--- src/rtl/event_timestamp_logger.sv ---
// Event timestamp logger: samples d every rising clk edge, and on each level
// change pushes {new level, cycle timestamp} into a small FIFO that a
// downstream reader drains with a registered pop handshake.
module event_timestamp_logger #(
  parameter int TS_W   = 16,
  parameter int DEPTH  = 8,
  parameter int ADDR_W = 3
) (
  input  logic              clk,
  input  logic              rst,
  input  logic              d,
  input  logic              rd_en,
  output logic              rd_valid,
  output logic [TS_W-1:0]   rd_ts,
  output logic              rd_level,
  output logic              empty,
  output logic              full,
  output logic [ADDR_W:0]   count,
  output logic              overflow
);

  localparam logic [ADDR_W:0] FULL_CNT = (ADDR_W+1)'(DEPTH);

  // Storage: each entry packs {level, timestamp}.
  logic [TS_W:0]     mem_q [DEPTH];

  logic [TS_W-1:0]   time_cnt_q, time_cnt_d;
  logic              d_prev_q;
  logic [ADDR_W-1:0] wr_ptr_q, wr_ptr_d;
  logic [ADDR_W-1:0] rd_ptr_q, rd_ptr_d;
  logic [ADDR_W:0]   count_q, count_d;
  logic              empty_q, empty_d;
  logic              full_q, full_d;
  logic              overflow_q, overflow_d;
  logic              rd_valid_q, rd_valid_d;
  logic [TS_W-1:0]   rd_ts_q, rd_ts_d;
  logic              rd_level_q, rd_level_d;

  logic              event_det;
  logic              do_pop;
  logic              do_push;

  // Event detection and push/pop qualification.
  // A pop on a full FIFO frees a slot on the same edge, so the push may use it;
  // the slot written equals the slot read, and the read sees the old contents.
  always_comb begin
    event_det = (d != d_prev_q);
    do_pop    = rd_en && !empty_q;
    do_push   = event_det && (!full_q || do_pop);
  end

  // Next-state for counter, pointers, flags and read-data registers.
  always_comb begin
    time_cnt_d = time_cnt_q + TS_W'(1);
    wr_ptr_d   = wr_ptr_q;
    rd_ptr_d   = rd_ptr_q;
    count_d    = count_q;
    overflow_d = overflow_q;
    rd_valid_d = 1'b0;
    rd_ts_d    = rd_ts_q;
    rd_level_d = rd_level_q;

    if (do_push) begin
      wr_ptr_d = wr_ptr_q + ADDR_W'(1);
    end
    if (event_det && !do_push) begin
      overflow_d = 1'b1;
    end
    if (do_pop) begin
      rd_ptr_d   = rd_ptr_q + ADDR_W'(1);
      rd_valid_d = 1'b1;
      rd_ts_d    = mem_q[rd_ptr_q][TS_W-1:0];
      rd_level_d = mem_q[rd_ptr_q][TS_W];
    end

    unique case ({do_push, do_pop})
      2'b10:   count_d = count_q + (ADDR_W+1)'(1);
      2'b01:   count_d = count_q - (ADDR_W+1)'(1);
      default: count_d = count_q;
    endcase

    empty_d = (count_d == '0);
    full_d  = (count_d == FULL_CNT);
  end

  // State registers with synchronous reset; reset discards all stored entries.
  always_ff @(posedge clk) begin
    if (rst) begin
      time_cnt_q <= '0;
      d_prev_q   <= 1'b0;
      wr_ptr_q   <= '0;
      rd_ptr_q   <= '0;
      count_q    <= '0;
      empty_q    <= 1'b1;
      full_q     <= 1'b0;
      overflow_q <= 1'b0;
      rd_valid_q <= 1'b0;
      rd_ts_q    <= '0;
      rd_level_q <= 1'b0;
    end else begin
      time_cnt_q <= time_cnt_d;
      d_prev_q   <= d;
      wr_ptr_q   <= wr_ptr_d;
      rd_ptr_q   <= rd_ptr_d;
      count_q    <= count_d;
      empty_q    <= empty_d;
      full_q     <= full_d;
      overflow_q <= overflow_d;
      rd_valid_q <= rd_valid_d;
      rd_ts_q    <= rd_ts_d;
      rd_level_q <= rd_level_d;
    end
  end

  // Entry storage write; contents need no reset since pointers gate access.
  always_ff @(posedge clk) begin
    if (!rst && do_push) begin
      mem_q[wr_ptr_q] <= {d, time_cnt_q};
    end
  end

  assign rd_valid = rd_valid_q;
  assign rd_ts    = rd_ts_q;
  assign rd_level = rd_level_q;
  assign empty    = empty_q;
  assign full     = full_q;
  assign count    = count_q;
  assign overflow = overflow_q;

endmodule

--- config.mk ---
export PLATFORM = sky130hd
export DESIGN_NAME = event_timestamp_logger
export DESIGN_NICKNAME = d
export VERILOG_FILES = /design/src/rtl/event_timestamp_logger.sv
export SDC_FILE = /design/constraint.sdc
export NUM_CORES = 1
export LEC_CHECK = 0
export BUFFER_PORTS_ARGS = -buffer_cell sky130_fd_sc_hd__buf_2
export CELL_PAD_IN_SITES_DETAIL_PLACEMENT = 0
export CELL_PAD_IN_SITES_GLOBAL_PLACEMENT = 2
export CORE_ASPECT_RATIO = 0.6
export CORE_MARGIN = 5
export CORE_UTILIZATION = 46
export DETAILED_ROUTE_END_ITERATION = 16
export PLACE_DENSITY = 0.81
export RECOVER_POWER = 50
export SYNTH_ARGS = -nofsm -noshare
export SYNTH_HDL_FRONTEND = slang
export SYNTH_SLANG_ARGS = --single-unit
--- constraint.sdc ---
create_clock -name clk -period 4.92 [get_ports clk]
set_input_delay 0.984 -clock clk [delete_from_list [all_inputs] [get_ports clk]]
set_output_delay 0.984 -clock clk [all_outputs]
set_load 0.01 [all_outputs]
==> results of run 1 <==
-- sequential cells by signal, summed over array words and instances (netlist names), 3 cells and up --
register    count
count           4
rd_ptr_q        3
rd_ts          16
mem_q         136
wr_ptr_q        3
time_cnt_q     16
-- area by class of cell --
| type | instances | area, sq um |
|---|---|---|
| clock inverters | 15 | 119 |
| fillers | 1258 | 7200 |
| repair buffers | 41 | 208 |
| well taps | 203 | 254 |
| multi-input cells | 197 | 1890 |
| flip-flops and latches | 184 | 5050 |
| inverters | 2 | 7.51 |
| clock buffers | 17 | 425 |
-- worst reg2reg max path, delay by kind of cell (launching register included) --
family,cells,cell delay (ns)
and+or+nand+nor,3,0.56
xor gates and xnor gates,3,0.57
DFF,1,0.32
adders and majority gates,2,0.44
AOI/OAI and AO/OA,2,0.48
buffers and inverters,1,0.11
-- worst paths after layout --
kind	cells past startpoint	endpoint	slack, ns
setup / recovery	12	full	1.73
hold / removal	2	rd_ts[14]	0.50
setup reg to reg	11	full	2.34
hold reg to reg	2	rd_ts[14]	0.50
-- routing by layer --
metal,track usage [%],vias up,wire length (um)
met5,0,-,0
met4,4.48,0,68
met3,3.79,4,727
met2,24.1,82,6160
met1,23.9,1822,6520
li1,-,1643,-
-- cells in the final DEF (no fill, tap or decap), types with 5 or more instances in the layout --
master / instances
a211oi_1: 17
a21oi_1: 5
xnor2_1: 6
buf_2: 7
ha_1: 6
mux2i_1: 19
clkbuf_16: 17
dfxtp_1: 47
nand3_1: 6
nand2_1: 10
buf_4: 12
nor2_1: 45
mux4_2: 34
inv_6: 6
xor2_1: 15
edfxtp_1: 136
clkbuf_1: 22
-- through the flow --
stage                     total power (uW)  utilization [%]
final                                 3570             52.5
after detailed placement              2370             49.1
after global routing                  3730             52.5
after floorplan                       2230                -
after global placement                2360             49.1
after CTS                             3620             52.7
-- power by group through the flow --
stage          Sequential, uW  Clock [uW]  Combinational [uW]
6_report                 1830        1250                 485
5_1_grt                  1850        1340                 540
4_1_cts                  1830        1280                 505
3_5_place_dp             1870           0                 503
3_3_place_gp             1860           0                 497
2_1_floorplan            1840           0                 390
-- kinds of logic after synthesis --
| family | Yosys count | synth area share [%] |
|---|---|---|
| simple gates | 87 | 6.01 |
| xor+xnor | 21 | 2.61 |
| mux | 53 | 13.6 |
| flops | 184 | 71.7 |
| fa+ha+maj | 6 | 1.07 |
| compound gates | 30 | 3.10 |
| buf+inv | 23 | 1.90 |
==> impl_results.md, run 1 <==
- Internal power: 2640 uW
- Syn_nets: 414
- Crit start category: input port
- Top post-synthesis cells by count: edfxtp_1, dfxtp_1, nor2_1
- Reg2reg start: empty
- I/O Buffers: 28
- Comb power frac: ~14%
- Max rail drop VDD: between 0.2 and 0.25 mV
- Wire length per cell: ~20 um
- Worst min path class: flip-flop to flip-flop
- Slew @ Worst Pin: ~2.5 ns
- Post-route cell area: 0.00795 sq mm
- WHS: roughly 0.50 ns
- Clock Pin Slew Worst Setup and Hold Paths: 0.07 ns
- Vias in the first global route: 3,689
- Place WS: between 1 and 1.5 ns
- P&R area growth vs syn: 13.1%
- Failing checks: max-capacitance violations, max-slew violations
- GRT Total Usage: between 10% and 20%
- Final Skew: about 0.014 ns
- Routed via count: between 3,000 and 4,000
- Ant. Diodes: 0
- Routed WL: roughly 13 mm
- RSZ-0062 raised after global routing: no
- Static leakage: 0.00256 uW
- Global placement routability congestion: 0.689
- Final setup viols: 0
- Critical path, cell by cell: clkbuf_1, xor2_1, a21boi_2, inv_1, ha_1, xor2_1, ha_1, a21oi_1, xor2_1, nor2_1, xnor2_1, nor4bb_1
- Core Area: 0.0152 sq mm
- First-pass GRT wire length: 21.6 mm
- Synthesized area per cell: ~17 sq um
- Max-cap viol count: 1
- Post-Layout Cell Count: 659
- Setup ws final: 1.73 ns
- Sequential element share of the synthesized area: 71.7%
- Most used cell, CP: xor2_1
- Area after DPL: 0.00744 sq mm
- Syn. warnings: 0
- PwrDens: between 400 and 500 mW/mm^2
- Antenna violations before repair: 0
- Most used DFF post-synth: edfxtp_1
- CP max stage delay: approximately 0.34 ns
- Final hold viol count: 0
- Crit path max-delay family: XOR/XNOR gates
- Die X: 170 um
- Net switching power figure: ~930 uW
- Residual DRC: 0
- Slowest stage cell, crit path: a21boi_2
- Initial drt markers: 209
- Setup_tns: 0 ns
- Post-route ant nets: 0
- Synthesized instance count: 404
- Placed instance count: ~630
- Most frequent cell after synthesis: edfxtp_1
- Post-CTS setup repair buffer count: 0
- Worst Path Required: 5.23 ns
- Vias per inst: 5.39
- Largest net degree at the start of global routing: 49
- GRT Residual Overflow: 0
- Ys async rst share: 0%
- Clock power frac: 35.1%
- Main area contributors after synthesis: edfxtp_1, dfxtp_1, mux4_2
- Deepest clock path buffer count: 2
- Crit path from: d
- Period minus WS final: 3.19 ns
- Crit share post-route: between 60 and 70%
- Fin. max-slew vios: 49
- Slew HR: -64.0%
- Die height: 106 um
- Die area: 0.0179 sq mm
- CTS H-Tree Depth: 4
- EDFF count, synth: 136
- Initial core utilization: 46.4%
- Mapped Area: 0.00703 sq mm
- Fin nets: 453
- Largest area contributor in the netlist: edfxtp_1
- HP Start: rd_ts[14]
- Post-cts resize count: 0
- Ratio of cells with drive above 1 in the final layout: 20.4%
- Detailed Place HPWL: 7.99 mm
- CTS buffer count: 17
- CTS tree: built
- Crit end category: flip-flop
- First-pass DRT Iterations: 4
- Site Rows: 35
- Crit-path max FO: 10
- Fmax: 314 MHz
- Outcome: complete, but fails checks
- Switching share of total power: 26.0%
- Synth Register Bits: 184
- Setup CP Type: input port to flip-flop
- Io pins: 29
- Worst skew pair latency: approximately 0.42 ns
- Synth unique cells: 37
- Hold Buf Count CTS: 0
- Sink Count: 184
- Top cell type's share of synthesized area: 58.1%
- Buffers & Inverters on Critical Path: 2
- Worst Path Arrival: 3.50 ns
- Sequential share of power: between 50% and 60%
- Root Buffer: clkbuf_16
Note: power is estimated with default switching activity, not from simulation.
==> run 2: changes to the inputs <==
Settings changed: CORE_UTILIZATION 46 to 42, PLACE_DENSITY 0.81 to 0.78.
Clock period 4.92 ns to 2.73 ns, I/O delays scaled along.
==> impl_results.md, run 2 (synthesis results as in run 1) <==
- Fill cells: 1,371 (was 1,258)
- I/O Buffers: 28 (unchanged)
- GRT Residual Overflow: 0 (unchanged)
- Crit path from: empty (was d)
- Routed via count: 3,537 (was 3,551)
- Fin. max-slew vios: 0 (was 49)
- Buffers & Inverters on Critical Path: 1 (was 2)
- Max-cap viol count: 0 (was 1)
- Static leakage: 0.00263 uW (was 0.00256 uW)
- Fin nets: 462 (was 453)
- Critical path, cell by cell: nand2b_1, a21boi_2, inv_1, ha_1, xor2_1, ha_1, a21oi_1, xor2_1, nor2_1, xnor2_1, nor4bb_1 (was clkbuf_1, xor2_1, a21boi_2, inv_1, ha_1, xor2_1, ha_1, a21oi_1, xor2_1, nor2_1, xnor2_1, nor4bb_1)
- Setup_tns: 0 ns (unchanged)
- Clock Pin Slew Worst Setup and Hold Paths: 0.07 ns (about the same)
- Worst Reg-to-Reg Cells: 11 (unchanged)
- Post-cts resize count: 0 (unchanged)
- Initial drt markers: 204 (was 209)
- Crit start category: flip-flop (was input port)
- CTS H-Tree Depth: 4 (unchanged)
- Power after layout: 6600 uW (was 3570 uW)
- Max FFs per register: 136 (unchanged)
- Core Area: 0.0164 sq mm (was 0.0152 sq mm)
- PwrDens: 814 mW/mm^2 (was 448 mW/mm^2)
- Slowest stage cell, crit path: dfxtp_1 (was a21boi_2)
- Largest net degree at the start of global routing: 49 (unchanged)
- First-pass GRT wire length: 21.1 mm (was 21.6 mm)
- CP max stage delay: 0.33 ns (was 0.34 ns)
- Residual DRC: 0 (unchanged)
- Worst min path class: flip-flop to flip-flop (unchanged)
- Post-CTS setup repair buffer count: 0 (unchanged)
- Crit-path max FO: 5 (was 10)
- Worst Path Arrival: 2.63 ns (was 3.50 ns)
- First-pass DRT Iterations: 4 (unchanged)
- Period minus WS final: approximately 2.3 ns
- Critical Path End: full (unchanged)
- Setup ws final: 0.418 ns (was 1.73 ns)
- Slew @ Worst Pin: 1.09 ns (was 2.46 ns)
- Hold Path Stages: 2 (unchanged)
- HP Start: overflow (was rd_ts[14])
- Internal power: 4890 uW (was 2640 uW)
- Root Buffer: clkbuf_16 (unchanged)
- Net switching power figure: 1710 uW (was 928 uW)
- P&R area growth vs syn: 15.3% (was 13.1%)
- Vias per inst: 5.10 (was 5.39)
- Crit share post-route: 84.7%
- CTS buffer count: 17 (unchanged)
- Switching share of total power: 25.9% (was 26.0%)
- Worst Path Required: 3.05 ns (was 5.23 ns)
- CTS tree: built (unchanged)
- Post-route cell area: 0.00811 sq mm (was 0.00795 sq mm)
- Worst R2R End: full (unchanged)
- Die height: 110 um (was 106 um)
- Sequential share of power: 49.4% (was 51.3%)
- Final setup viols: 0 (unchanged)
- Crit path max-delay family: XOR/XNOR gates (unchanged)
- Slew HR: 27.2% (was -64.0%)
- Global placement routability congestion: 0.731 (was 0.689)
- Wire length per cell: 19.2 um (was 20.5 um)
- Vias in the first global route: 3,594 (was 3,689)
- WHS: 0.482 ns (was 0.500 ns)
- Antenna violations before repair: 0 (unchanged)
- Commonest non-fill, non-tap cell in the layout: edfxtp_1 (unchanged)
- Ratio of cells with drive above 1 in the final layout: 21.9% (was 20.4%)
- Fmax: 433 MHz
- Die X: 177 um (was 170 um)
- Outcome: complete, no violations (was complete, but fails checks)
- Io pins: 29 (unchanged)
- Comb power frac: 14.3% (was 13.6%)
- Top reg by flops: mem_q (unchanged)
- Max rail drop VDD: 0.450 mV (was 0.229 mV)
- R2R Setup Slk: 0.42 ns (was 2.34 ns)
- Setup CP Type: flip-flop to flip-flop (was input port to flip-flop)
- Worst skew pair latency: 0.42 ns (about the same)
- Area after DPL: 0.00756 sq mm (was 0.00744 sq mm)
- Initial core utilization: 43.0% (was 46.4%)
- Most frequent cells in the layout: edfxtp_1, dfxtp_1, nor2_1, mux4_2, clkbuf_1 (unchanged)
- Crit end category: flip-flop (unchanged)
- Routed WL: 13.3 mm (was 13.5 mm)
- Place WS: 0.178 ns (was 1.48 ns)
- Deepest clock path buffer count: 2 (unchanged)
- Ant. Diodes: 0 (unchanged)
- Final hold viol count: 0 (unchanged)
- Detailed Place HPWL: 7.90 mm (was 7.99 mm)
- Site Rows: 36 (was 35)
- Instance count on the critical path: 11 (was 12)
- Sink Count: 184 (unchanged)
- RSZ-0062 raised after global routing: no (unchanged)
- Reg2reg start: empty (unchanged)
- Hold Buf Count CTS: 0 (unchanged)
- Final Skew: 0.0102 ns (was 0.0140 ns)
- GRT Total Usage: 14.7% (was 16.2%)
- Clock power frac: 36.3% (was 35.1%)
- Die area: 0.0195 sq mm (was 0.0179 sq mm)
- Post-route ant nets: 0 (unchanged)
## run 2: cell types whose count changed in the layout (fill, tap and decap cells not counted), sizes merged
cell	before	now
clkinv	5	6
clkinvlp	3	1
buf	19	24
clkbuf	39	43
bufinv	0	1
## run 2: stage by stage
| step | util (%) | cells |
|---|---|---|
| final | 49.6 | 693 |
| after global routing | 49.6 | 693 |
| after CTS | 49.8 | 693 |
| after detailed placement | 46.3 | 661 |
| after global placement | 46.3 | 661 |
| after floorplan | - | 404 |
## run 2: how the worst min path moves through the flow
stage | to | slack [ns]
finish | overflow | 0.48
global route | rd_valid | 0.49
floorplan | time_cnt_q[0] | 0.49
CTS | rd_valid | 0.47
detailed placement | overflow | 0.47
global placement | overflow | 0.45
## run 2: power groups by stage
| stage | sequential [uW] | combinational, uW | clock, uW |
|---|---|---|---|
| 6_report | 3260 | 945 | 2390 |
| 3_5_place_dp | 3320 | 983 | 0 |
| 2_1_floorplan | 3320 | 703 | 0 |
| 3_3_place_gp | 3310 | 972 | 0 |
| 5_1_grt | 3280 | 1050 | 2590 |
| 4_1_cts | 3260 | 989 | 2450 |
## run 2: final cells by class
type	instances	area, sq um	area share, %
sequential	184	5050	62.2
clock buffer	17	425	5.24
timing repair buffer	50	294	3.62
inverter	2	7.51	0.0925
multi-input combinational	197	1890	23.3
tap	228	285	3.52
clock inverter	15	160	1.97
## run 2: routing by layer
layer	global-route usage [%]	wire length (um)
met5	0	0
met4	3.97	99
met3	4.19	1000
met2	22.0	5950
met1	21.3	6250
## run 2: worst reg2reg max path, delay by kind of cell, from the launching register on
kind                       cells  cell delay (ns)
xor gates and xnor gates       3             0.56
buffers and inverters          1             0.07
and+or+nand+nor                3             0.54
DFF                            1             0.33
AOI/OAI and AO/OA              2             0.33
adders and majority gates      2             0.40
==> run 3: changes to the inputs <==
Clock period 2.73 ns to 1.9 ns, I/O delays scaled along.
==> impl_results.md, run 3 (synthesis results as in run 1) <==
- Fmax: 462 MHz (was 433 MHz)
- Die area: 0.0195 sq mm (unchanged)
- Max-cap viol count: 0 (unchanged)
- Initial core utilization: 43.0% (unchanged)
- Die X: 177 um (unchanged)
- Switching share of total power: 25.8% (was 25.9%)
- Commonest non-fill, non-tap cell in the layout: edfxtp_1 (unchanged)
- Final Skew: 0.0105 ns (was 0.0102 ns)
- Comb power frac: 17.9% (was 14.3%)
- Outcome: complete, but fails checks (was complete, no violations)
- GRT Residual Overflow: 0 (unchanged)
- Deepest clock path buffer count: 2 (unchanged)
- Ratio of cells with drive above 1 in the final layout: 34.3% (was 21.9%)
- CP max stage delay: 0.35 ns (was 0.33 ns)
- Net switching power figure: 2560 uW (was 1710 uW)
- Static leakage: 0.00298 uW (was 0.00263 uW)
- Worst min path class: input port to flip-flop (was flip-flop to flip-flop)
- Core Area: 0.0164 sq mm (unchanged)
- Internal power: 7340 uW (was 4890 uW)
- Fin nets: 501 (was 462)
- Root Buffer: clkbuf_16 (unchanged)
- Final setup viols: 67 (was 0)
- CTS buffer count: 17 (unchanged)
- Area after DPL: 0.00793 sq mm (was 0.00756 sq mm)
- Setup ws final: -0.263 ns (was 0.418 ns)
- Sink Count: 184 (unchanged)
- Largest net degree at the start of global routing: 36 (was 49)
- Buffers & Inverters on Critical Path: 2 (was 1)
- Clock Pin Slew Worst Setup and Hold Paths: 0.07 ns (about the same)
- Placed instance count: 682 (was 661)
- Initial drt markers: 318 (was 204)
- Residual DRC: 0 (unchanged)
- WHS: 0.346 ns (was 0.482 ns)
- Vias per inst: 5.14 (was 5.10)
- Period minus WS final: 2.16 ns (was 2.31 ns)
- CTS tree: built (unchanged)
- Slew HR: 65.8% (was 27.2%)
- Clock power frac: 35.2% (was 36.3%)
- Worst skew pair latency: 0.42 ns (about the same)
- Global placement routability congestion: 0.694 (was 0.731)
- Routed WL: 14.7 mm (was 13.3 mm)
- Worst Path Required: 2.21 ns (was 3.05 ns)
- Max rail drop VDD: 0.607 mV (was 0.450 mV)
- Antenna violations before repair: 0 (unchanged)
- Top reg by flops: mem_q (unchanged)
- I/O Buffers: 28 (unchanged)
- Io pins: 29 (unchanged)
- Crit share post-route: 114% (was 84.7%)
- Hold Buf Count CTS: 0 (unchanged)
- Post-Layout Cell Count: 732 (was 693)
- First-pass GRT wire length: 22.3 mm (was 21.1 mm)
- Site Rows: 36 (unchanged)
- Worst Path Arrival: 2.48 ns (was 2.63 ns)
- P&R area growth vs syn: 25.5% (was 15.3%)
- Crit-path max FO: 4 (was 5)
- Max FFs per register: 136 (unchanged)
- Slowest stage cell, crit path: o32ai_2 (was dfxtp_1)
- Setup CP Type: flip-flop to flip-flop (unchanged)
- Sequential share of power: 46.9% (was 49.4%)
- Post-route cell area: 0.00883 sq mm (was 0.00811 sq mm)
- Die height: 110 um (unchanged)
- Slew @ Worst Pin: 0.513 ns (was 1.09 ns)
- Crit end category: flip-flop (unchanged)
- Crit start category: flip-flop (unchanged)
- Wire length per cell: 20.1 um (was 19.2 um)
- Setup_tns: -3.97 ns (was 0 ns)
- Vias in the first global route: 3,735 (was 3,594)
- Routed via count: 3,761 (was 3,537)
- Ant. Diodes: 0 (unchanged)
- Place WS: -0.446 ns (was 0.178 ns)
- Detailed Place HPWL: 8.33 mm (was 7.90 mm)
- CTS H-Tree Depth: 4 (unchanged)
- Crit path max-delay family: compound AO/OA/AOI/OAI gates (was XOR/XNOR gates)
- RSZ-0062 raised after global routing: yes (was no)
- First-pass DRT Iterations: 5 (was 4)
- Fin. max-slew vios: 0 (unchanged)
- Failing checks: negative setup slack
- GRT Total Usage: 15.7% (was 14.7%)
- PwrDens: 1120 mW/mm^2 (was 814 mW/mm^2)
- Final hold viol count: 0 (unchanged)
- Post-route ant nets: 0 (unchanged)
- Most frequent cells in the layout: edfxtp_1, dfxtp_1, nor2_1, mux4_2, buf_4 (was edfxtp_1, dfxtp_1, nor2_1, mux4_2, clkbuf_1)
- Critical path, cell by cell: xor2_2, a21boi_4, inv_2, buf_4, ha_4, nor2b_4, a31oi_2, o32ai_2, xnor2_2, a31o_2 (was nand2b_1, a21boi_2, inv_1, ha_1, xor2_1, ha_1, a21oi_1, xor2_1, nor2_1, xnor2_1, nor4bb_1)
-- run 3: changes by cell type in the layout (fill, tap and decap cells not counted), sizes merged --
cell / before / now
clkinv: 6 / 3
inv: 9 / 8
buf: 24 / 75
clkbuf: 43 / 33
clkinvlp: 1 / 3
-- run 3: cell type report --
type,instances,area [sq um]
fillers,1316,7520
flip-flops and latches,184,5050
multi-input cells,197,2070
repair buffers,89,826
clock buffers,19,453
well taps,228,285
clock inverters,13,135
inverters,2,7.51
-- run 3: worst register-to-register path, delay by kind of cell (launching register included) --
kind / cells / cell delay [ns]
xor+xnor: 2 / 0.32
simple gates: 1 / 0.12
buf+inv: 2 / 0.21
compound gates: 4 / 0.91
flops: 1 / 0.34
fa+ha+maj: 1 / 0.17
-- run 3: power groups by stage --
| stage | Combinational (uW) | Clock [uW] | Sequential, uW |
|---|---|---|---|
| 4_1_cts | 1720 | 3550 | 4640 |
| 3_5_place_dp | 1670 | 0 | 4720 |
| 6_report | 1780 | 3480 | 4640 |
| 5_1_grt | 1940 | 3730 | 4670 |
| 2_1_floorplan | 1090 | 0 | 4780 |
| 3_3_place_gp | 1640 | 0 | 4720 |
-- run 3: repair_timing --
item                       in CTS  in global routing
pin swaps                       7                  6
setup endpoints to repair     125                 61
gates resized for setup         8                 12
cloned                          2                  4
setup buffers                   2                 11
-- run 3: layer usage --
metal	vias to the layer above	track usage [%]	routed length (um)
met5	-	0	0
met4	0	4.47	136
li1	1747	-	-
met1	1910	22.8	6780
met3	10	3.78	1080
met2	94	23.9	6700
-- run 3: metrics by stage --
step	total power, uW	utilization, %
global placement	6350	48.5
floorplan	5870	-
CTS	9910	52.7
detailed placement	6390	48.5
finish	9890	54.0
global route	10300	54.0
-- run 3: path summary, 6_finish.rpt --
kind,start,endpoint,slack (ns),cells past startpoint
max,d_prev_q,empty,-0.26,10
min,rd_en,rd_valid,0.35,4
max reg2reg,d_prev_q,empty,-0.26,10
min reg2reg,overflow,overflow,0.47,2
